[config.mk]
export PLATFORM = sky130hd
export DESIGN_NAME = instr_decode
export DESIGN_NICKNAME = d
export VERILOG_FILES = /design/src/rtl/instr_decode_pkg.sv /design/src/rtl/instr_decode_mem.sv /design/src/rtl/instr_decode.sv
export SDC_FILE = /design/constraint.sdc
export NUM_CORES = 1
export LEC_CHECK = 0
export ABC_AREA = 1
export CORE_AREA = 2 2 230 119
export CTS_CLUSTER_DIAMETER = 150
export DETAILED_ROUTE_END_ITERATION = 16
export DIE_AREA = 0 0 232 121
export GPL_TIMING_DRIVEN = 1
export PLACE_DENSITY = 0.74
export SLEW_MARGIN = 20
export SYNTH_ARGS = -nofsm -noshare
export SYNTH_HDL_FRONTEND = slang
export SYNTH_SLANG_ARGS = --single-unit
[constraint.sdc]
create_clock -name clk -period 5.5 [get_ports clk]
set_input_delay 1.375 -clock clk [delete_from_list [all_inputs] [get_ports clk]]
set_output_delay 1.375 -clock clk [all_outputs]
set_load 0.05 [all_outputs]
[src/rtl/instr_decode_pkg.sv]
// Shared types for the instruction decoder: instruction layout, opcodes, FSM states.
// Instruction word: [15:12] opcode, [11:8] A, [7:4] B, [3:0] C.
package instr_decode_pkg;

  localparam int INSTR_W     = 16;
  localparam int OPC_W       = 4;
  localparam int FIELD_W     = 4;
  localparam int ADDR_W      = 4;
  localparam int EX_OP_W     = 3;
  localparam int INSTR_DEPTH = 16;

  typedef enum logic [OPC_W-1:0] {
    OP_NOP  = 4'h0,
    OP_BR   = 4'h1,
    OP_LOOP = 4'h2,
    OP_HALT = 4'h3,
    OP_RSV4 = 4'h4,
    OP_RSV5 = 4'h5,
    OP_RSV6 = 4'h6,
    OP_RSV7 = 4'h7,
    OP_ALU0 = 4'h8,
    OP_ALU1 = 4'h9,
    OP_ALU2 = 4'hA,
    OP_ALU3 = 4'hB,
    OP_ALU4 = 4'hC,
    OP_ALU5 = 4'hD,
    OP_ALU6 = 4'hE,
    OP_ALU7 = 4'hF
  } opcode_e;

  typedef enum logic [1:0] {
    ST_LOAD = 2'd0,
    ST_RUN  = 2'd1,
    ST_HALT = 2'd2
  } state_e;

  typedef struct packed {
    opcode_e            opc;
    logic [FIELD_W-1:0] a;
    logic [FIELD_W-1:0] b;
    logic [FIELD_W-1:0] c;
  } instr_t;

  // Upper half of the opcode space is the ALU group; 4-7 are reserved.
  function automatic logic is_alu(input logic [OPC_W-1:0] opc);
    return opc[3];
  endfunction

  function automatic logic is_reserved(input logic [OPC_W-1:0] opc);
    return opc[3:2] == 2'b01;
  endfunction

endpackage

[src/rtl/instr_decode_mem.sv]
// 16x16 instruction store: one synchronous write port, one asynchronous read port.
// Contents are deliberately not reset so a program survives rst.
module instr_mem
  import instr_decode_pkg::*;
(
  input  logic               clk,
  input  logic               we,
  input  logic [ADDR_W-1:0]  waddr,
  input  logic [INSTR_W-1:0] wdata,
  input  logic [ADDR_W-1:0]  raddr,
  output logic [INSTR_W-1:0] rdata
);

  logic [INSTR_W-1:0] mem [INSTR_DEPTH];

  always_ff @(posedge clk) begin
    if (we) begin
      mem[waddr] <= wdata;
    end
  end

  assign rdata = mem[raddr];

endmodule

[src/rtl/instr_decode.sv]
// Instruction decoder: LOAD/RUN/HALT sequencer with zero-latency PC control
// outputs decoded from mem[pc] and a one-cycle registered ALU issue stage.
module instr_decode
  import instr_decode_pkg::*;
(
  input  logic               clk,
  input  logic               rst,
  input  logic               prog_we,
  input  logic [ADDR_W-1:0]  prog_addr,
  input  logic [INSTR_W-1:0] prog_data,
  input  logic               start,
  input  logic [ADDR_W-1:0]  pc,
  output logic               branch_en,
  output logic [ADDR_W-1:0]  target_address,
  output logic               loop_en,
  output logic [FIELD_W-1:0] repetation_count,
  output logic [FIELD_W-1:0] line_count,
  output logic               ex_valid,
  output logic [EX_OP_W-1:0] ex_op,
  output logic [FIELD_W-1:0] ex_rd,
  output logic [FIELD_W-1:0] ex_rs1,
  output logic [FIELD_W-1:0] ex_rs2,
  output logic               halted,
  output logic               illegal,
  output state_e             state_dbg
);

  state_e             state_q;
  state_e             state_d;
  logic [INSTR_W-1:0] rd_data;
  instr_t             instr;
  logic [OPC_W-1:0]   opc_bits;
  logic               mem_we;
  logic               alu_fire;
  logic               illegal_set;

  // Program writes are only honoured while loading.
  assign mem_we = prog_we && (state_q == ST_LOAD);

  instr_mem u_mem (
    .clk   (clk),
    .we    (mem_we),
    .waddr (prog_addr),
    .wdata (prog_data),
    .raddr (pc),
    .rdata (rd_data)
  );

  assign instr     = instr_t'(rd_data);
  assign opc_bits  = instr.opc;
  assign state_dbg = state_q;

  // Next state and zero-latency decode. A reset cycle decodes as LOAD so the
  // PC is pulled to 0 before the state register has actually moved.
  always_comb begin
    state_d          = state_q;
    branch_en        = 1'b0;
    target_address   = '0;
    loop_en          = 1'b0;
    repetation_count = '0;
    line_count       = '0;
    halted           = 1'b0;
    alu_fire         = 1'b0;
    illegal_set      = 1'b0;
    if (rst) begin
      branch_en = 1'b1;
    end else begin
      case (state_q)
        ST_LOAD: begin
          branch_en = 1'b1;
          if (start) begin
            state_d = ST_RUN;
          end
        end
        ST_RUN: begin
          case (instr.opc)
            OP_NOP: ;
            OP_BR: begin
              branch_en      = 1'b1;
              target_address = instr.c;
            end
            OP_LOOP: begin
              // A zero repeat count or zero body length is a no-op loop.
              if ((instr.a != '0) && (instr.b != '0)) begin
                loop_en          = 1'b1;
                repetation_count = instr.a;
                line_count       = instr.b;
              end
            end
            OP_HALT: begin
              branch_en      = 1'b1;
              target_address = pc;
              state_d        = ST_HALT;
            end
            default: begin
              alu_fire    = is_alu(opc_bits);
              illegal_set = is_reserved(opc_bits);
            end
          endcase
        end
        ST_HALT: begin
          branch_en      = 1'b1;
          target_address = pc;
          halted         = 1'b1;
        end
        default: state_d = ST_LOAD;
      endcase
    end
  end

  // ex_valid is a single-cycle qualifier for ex_op/ex_rd/ex_rs1/ex_rs2: the
  // fields are meaningful only while ex_valid is high, there is no ready and
  // no backpressure, and the fields hold their last value when ex_valid is low.
  always_ff @(posedge clk) begin
    if (rst) begin
      state_q  <= ST_LOAD;
      ex_valid <= 1'b0;
      ex_op    <= '0;
      ex_rd    <= '0;
      ex_rs1   <= '0;
      ex_rs2   <= '0;
      illegal  <= 1'b0;
    end else begin
      state_q  <= state_d;
      ex_valid <= alu_fire;
      if (alu_fire) begin
        ex_op  <= opc_bits[EX_OP_W-1:0];
        ex_rd  <= instr.a;
        ex_rs1 <= instr.b;
        ex_rs2 <= instr.c;
      end
      if (illegal_set) begin
        illegal <= 1'b1;
      end
    end
  end

endmodule
* Word-level counts from Yosys, hierarchy flattened *
Memory sizes are Yosys's and may differ from the RTL's.
Cells that the tools add are included.

operators by class
  reductions and logical operators = 10
  add/sub/neg operators = 0
  shift-type cells = 0
  $lt $le $gt $ge = 0
  bitwise operators = 1
  div/mod/pow operators = 0
  muxes and demuxes = 31
  eq/ne operators = 8
  multiply operators = 0

operators with widths
  operator              count
  $mux W4               9
  $mux W1               16
  $pmux W4 S2           2
  $eq A4 B2 Y1 const B  2
  $reduce_bool A4 Y1    2
  $pmux W2 S3           1
  $eq A2 B1 Y1 const B  2
  $eq A4 B1 Y1 const B  1
  $logic_not A4 Y1      1
  $mux W2               2
  $reduce_or A2 Y1      2
  $reduce_or A4 Y1      1
  $reduce_and A3 Y1     1
  $eq A2 B2 Y1 const B  1
  $logic_and A1 B1 Y1   2
  $logic_not A2 Y1      1
  $ne A2 B1 Y1 const B  1
  $ne A2 B2 Y1 const B  1
  $pmux W1 S2           1
  $not A1 Y1            1

word-level totals
  register bits after elaboration = 19
  memories = 1
  memory bits (read-only) = 0
  output and inout port bits = 34
  latch bits = 0
  memory bits (writable) = 256
  input bits = 28

memories
  memory     depth  width  read ports  clocked after memory_dff  wr ports  RTL line                source
  u_mem.mem  16     16     1           0                         1         instr_decode_mem.sv:14  logic [INSTR_W-1:0] mem [INSTR_DEPTH];

* Logic depth before layout (Yosys ltp) *
An unclocked memory read counts as a cell.

  word-level depth = 7
  gate-level depth with buffers = 17

* By module *
From an unflattened synthesis, not the netlist that was laid out.

unflattened totals
  cell total of the unflattened synthesis = 1,206
  area, all modules = 12,052.8 um^2

modules (own cells, without submodules)
  module        cells each  times used  area an instance (um^2)  seq. area each (um^2)
  instr_mem     1,058       1           11,060.6                 7,687.4
  instr_decode  148         1           992.2                    380.4

* Worst setup path after synthesis *
OpenSTA, ideal clock, no wires.

  path kind = input to output
  from = in pc[0]
  to = out target_address[3]
  slack = 0.891 ns
  data arrival time = 3.234 ns
  required time = 4.125 ns
  stages on the path = 13
  path through = buf_6 > inv_8 > buf_6 > buf_6 > buf_6 > nor2_1 > o211ai_1 > nand3_1 > nand2_1 > nand3_1 > nand2_1 > nand2_1 > a21oi_1

between the ends
  longest elaborated chain between the ends = 5

ends and longest elaborated chain
  what                                                 RTL line            source
  from (decl)                                          instr_decode.sv:12  input logic [ADDR_W-1:0] pc,
  $mem_v2 Z16 W16 (*)                                  n/a
  $eq A4 B2 Y1 / $eq A4 B1 Y1 (equally long branches)  instr_decode.sv:76  case (instr.opc)
  $pmux W4 S2 (*)                                      instr_decode.sv:76
  $pmux W4 S2 (*)                                      instr_decode.sv:68  case (state_q)
  $mux W4 (*)                                          instr_decode.sv:65  if (rst) begin
  to (decl)                                            instr_decode.sv:14  output logic [ADDR_W-1:0] target_address,

Mark *: on every way between the ends. The rest lies on a longest branch, timed or not.

* Worst setup path in the final report *
  from = in pc[0]
  to = out target_address[0]

between the ends
  longest elaborated chain between the ends = 5

ends and longest elaborated chain
  what                                                 RTL line
  $mem_v2 Z16 W16                                      n/a
  $eq A4 B2 Y1 / $eq A4 B1 Y1 (equally long branches)  instr_decode.sv:76
  $pmux W4 S2                                          instr_decode.sv:76
  $pmux W4 S2 (*)                                      instr_decode.sv:68
  $mux W4 (*)                                          instr_decode.sv:65

Marked as above.

==> results by group <==
Clock network
  • # hold bufs at CTS: 0
  • Clock-pin slew reported for the worst setup and hold paths after clock tree synthesis: 70 ps
  • Number of clock sinks: 275
  • Latest clock arrival within the worst-skew pair: 530 ps
  • Post-CTS setup buffers: 0
  • # H-tree levels: 1
  • TritonCTS Buffers: 23
  • Clk buf depth: 3
  • Number of gates given a new drive strength after cts: 0
  • Clock root buffer: sky130_fd_sc_hd__clkbuf_16
  • TritonCTS clock tree: yes

Yosys
  • Yosys synthesis warning count: 0
  • Main area contributors after synthesis: sky130_fd_sc_hd__edfxtp_1, sky130_fd_sc_hd__nor2_1, sky130_fd_sc_hd__nand2_1, sky130_fd_sc_hd__nand3_1, sky130_fd_sc_hd__dfxtp_1
  • Area fraction of the dominant cell type after synthesis: 66.6%
  • Post-synthesis sequential element count: 275
  • Average cell area after synthesis: 11.7 sq um
  • Main synth FF type: sky130_fd_sc_hd__edfxtp_1
  • Synthesized Nets: 1,016
  • EDFF count, synth: 256
  • Number of distinct library cells after synthesis: 30
  • Sequential fraction of the synthesis area: 69.9%
  • Gate count after technology mapping: 983
  • Netlist Area Pre-Place: 11,500 sq um
  • Top cell type by total area after synthesis: sky130_fd_sc_hd__edfxtp_1
  • Async set-reset flop share out of synthesis: 0%

Timing
  • Final count of pins violating max slew: 0
  • Worst max-slew margin expressed relative to the limit: 47.8%
  • Part of the cycle the worst path needs: 95.1%
  • Hold Fails Final Rpt: 0
  • # setup viols final: 0
  • RSZ-0062 raised after global routing: false
  • Minimum clock period after layout: 5230 ps
  • Post-route clock skew: 16.2 ps
  • Total negative slack for setup checks: 0 ps
  • Worst Tran Pin Value: 782 ps
  • Highest clock frequency the design can meet: 191 MHz

Floorplan
  • Starting density of the core: 44.4%
  • DIE AREA: 28,100 sq um
  • I/O pin count: 62
  • Vert. Die Dim: 121 microns
  • Core ar.: 26,000 sq um
  • Row cnt: 42
  • Chip Width: 232 microns

Placement
  • Global placement routability congestion: 0.871
  • Count of buffers inserted at the top-level ports: 61
  • HPWL after detailed placement: 18,000 microns
  • Post-DP Area: 12,600 sq um

Setup path
  • CP Data Required Time: 4120 ps
  • Worst setup path startpoint: pc[0]
  • Worst setup endpoint: target_address[0]
  • Nature of the critical path endpoint: primary output
  • Critical R2R Launch: state_dbg[1]
  • Worst Setup Start Kind: input port
  • Levels on crit path: 12
  • Cell with the largest stage delay on the worst path: sky130_fd_sc_hd__buf_4
  • Critical path type: in2out
  • Worst reg-to-reg setup slack: 3020 ps
  • R2R depth: 7
  • Crit Path Max Fanout: 36
  • Largest incremental delay on the critical path: 400 ps
  • Sum of buffers and inverters on the critical path: 4
  • Gate family responsible for the most delay along the worst path: buffers and inverters
  • Arrival time reported for the critical path endpoint: 3850 ps
  • Reg-to-Reg End: u_mem.mem[12][5]
  • Crit-path cells: buf_4 > buf_4 > buf_4 > o21ai_0 > o211ai_1 > nand3_1 > nand2_1 > nand3_1 > nand2_1 > nand2_1 > a21oi_1 > buf_12

Hold path
  • Worst hold stages: 2
  • Worst min-delay path class: reg2reg

GRT
  • Number of antenna violations at the first check in global routing: 1
  • First-pass GRT wire length: 44,900 microns
  • Maximum number of pins on one net before global-route repair: 68
  • Overflow left after global routing: 0
  • Total routing resource utilization after global routing: 21.6%
  • Via count of the first global-routing pass: 7,335

Power and ir drop
  • Sw Share: 25.4%
  • Internal power contribution: 0.00342 W
  • P_sw: 0.00116 W
  • Worst IR Drop VDD: 0.000230 V
  • Logic gate share of total power: 12.5%
  • Proportion of power drawn by flip-flops and latches: 51.8%
  • Leakage component of the power: 4.73 nW
  • PD cells: 343 nW/um^2
  • Clock share of power: 35.7%

Routing
  • WL/cell: 21.4 microns
  • DRC marker count from the first detailed-route iteration: 1,107
  • Wirelength, routed: 30,200 microns
  • Detailed-route vias per instance: 5.54
  • Remaining antenna violation count: 0
  • Total via count after detailed routing: 7,833
  • Post-detailed-route DRC marker count: 0
  • Detailed-routing iteration count for the pre-antenna-repair pass: 5

Cells and area
  • Fraction of layout cells with a size suffix above 1: 12.1%
  • Fin nets: 1,079
  • Syn-to-layout area delta: 15.8%
  • Area occupied by multi-input gates: 2820 sq um
  • Utilization after layout: 51.4%
  • Antenna cells: 0
  • Flip-flop and latch area: 8070 sq um
  • Fillers: 2,236
  • Post-route standard cell area excluding fillers: 13,400 sq um

Flow run
  • Reported max-cap violation count: 0

Run status
  • Status: finished, final reports clean
power groups by stage:
stage | Clock (W) | Combinational [W] | Sequential [W]
after detailed placement | 0 | 0.000563 | 0.00242
after floorplan | 0 | 0.000289 | 0.00248
after CTS | 0.00165 | 0.000566 | 0.00237
final | 0.00163 | 0.000573 | 0.00237
after global routing | 0.00173 | 0.000617 | 0.00238
after global placement | 0 | 0.000551 | 0.00242
through the flow:
stage / power, W / hold WS [ps] / setup WS [ps] / instances
finish: 0.00458 / 464 / 270 / 1414
global route: 0.00472 / 491 / 90.1 / 1414
CTS: 0.00459 / 471 / 270 / 1413
detailed placement: 0.00298 / 460 / 337 / 1372
global placement: 0.00297 / 449 / 397 / 1372
floorplan: 0.00277 / 648 / 891 / 983
state kept, by name, summed over array words and instances, names as in the netlist:
signal and count:
ex_rs1 4, ex_valid 1, ex_op 3, ex_rd 4
illegal 1, u_mem.mem 256, state_dbg 2, ex_rs2 4
placed cells by master (no fill, tap or decap), drive strengths merged:
master,count
bufinv,2
dfxtp,19
clkinvlp,1
buf,51
inv,74
clkdlybuf4s50,45
o221ai,1
o211ai,48
a31oi,6
o21ai,111
nor2,160
nand4,1
nand3b,1
ha,5
clkinv,2
a21oi,25
edfxtp,256
nand3,83
nand2,136
clkbuf,35
per-layer routing:
layer  up-vias  wire length, microns  track usage [%]  share of wire, %
met5         -                     0                0                 0
li1       3568                     -                -                 -
met2       392                 12700             31.7                42
met3        46                  3600             6.41                12
met4         0                   579             4.57               1.9
met1      3827                 13300             31.8                44
Yosys cell counts (2+ instances only):
cell,count
sky130_fd_sc_hd__a31oi_1,6
sky130_fd_sc_hd__clkbuf_1,8
sky130_fd_sc_hd__buf_4,13
sky130_fd_sc_hd__nand3_2,3
sky130_fd_sc_hd__nor2_2,8
sky130_fd_sc_hd__nand2_1,131
sky130_fd_sc_hd__nor2_1,151
sky130_fd_sc_hd__nand2_4,2
sky130_fd_sc_hd__o21ai_0,72
sky130_fd_sc_hd__o211ai_1,47
sky130_fd_sc_hd__inv_2,9
sky130_fd_sc_hd__o21ai_1,38
sky130_fd_sc_hd__edfxtp_1,256
sky130_fd_sc_hd__nand3_1,79
sky130_fd_sc_hd__ha_1,5
sky130_fd_sc_hd__a21oi_1,25
sky130_fd_sc_hd__nand2_2,3
sky130_fd_sc_hd__dfxtp_1,19
sky130_fd_sc_hd__buf_2,20
sky130_fd_sc_hd__inv_1,63
sky130_fd_sc_hd__buf_6,16
layout make-up:
cell class | count | share of cell area [%]
multi-input cells | 577 | 21.1
flip-flops and latches | 275 | 60.4
clock buffers | 35 | 4.79
clock inverters | 6 | 0.646
repair buffers | 96 | 7.65
inverters | 73 | 2.11
well taps | 352 | 3.30
worst min-delay path, delay by kind of cell, from the launching register on:
kind            cells  cell delay, ps
flops               1             320
buf+inv             1              50
compound gates      1              50
worst min path at each step:
stage / from / to / slack [ps]
floorplan: u_mem.mem[15][14] / ex_op[2] / 650
global placement: illegal / illegal / 450
detailed placement: illegal / illegal / 460
CTS: illegal / illegal / 470
global route: illegal / illegal / 490
finish: illegal / illegal / 460
cells by family (layout without fill, tap and decap cells):
family                     count (synthesis)  after routing  synth area share [%]
DFF                                      275            275                  69.9
buffers and inverters                    131            210                  6.01
adders and majority gates                  5              5                 0.542
AOI/OAI and AO/OA                        191            191                  9.50
and+or+nand+nor                          381            381                  14.0
(Power assumes the default switching activity.)
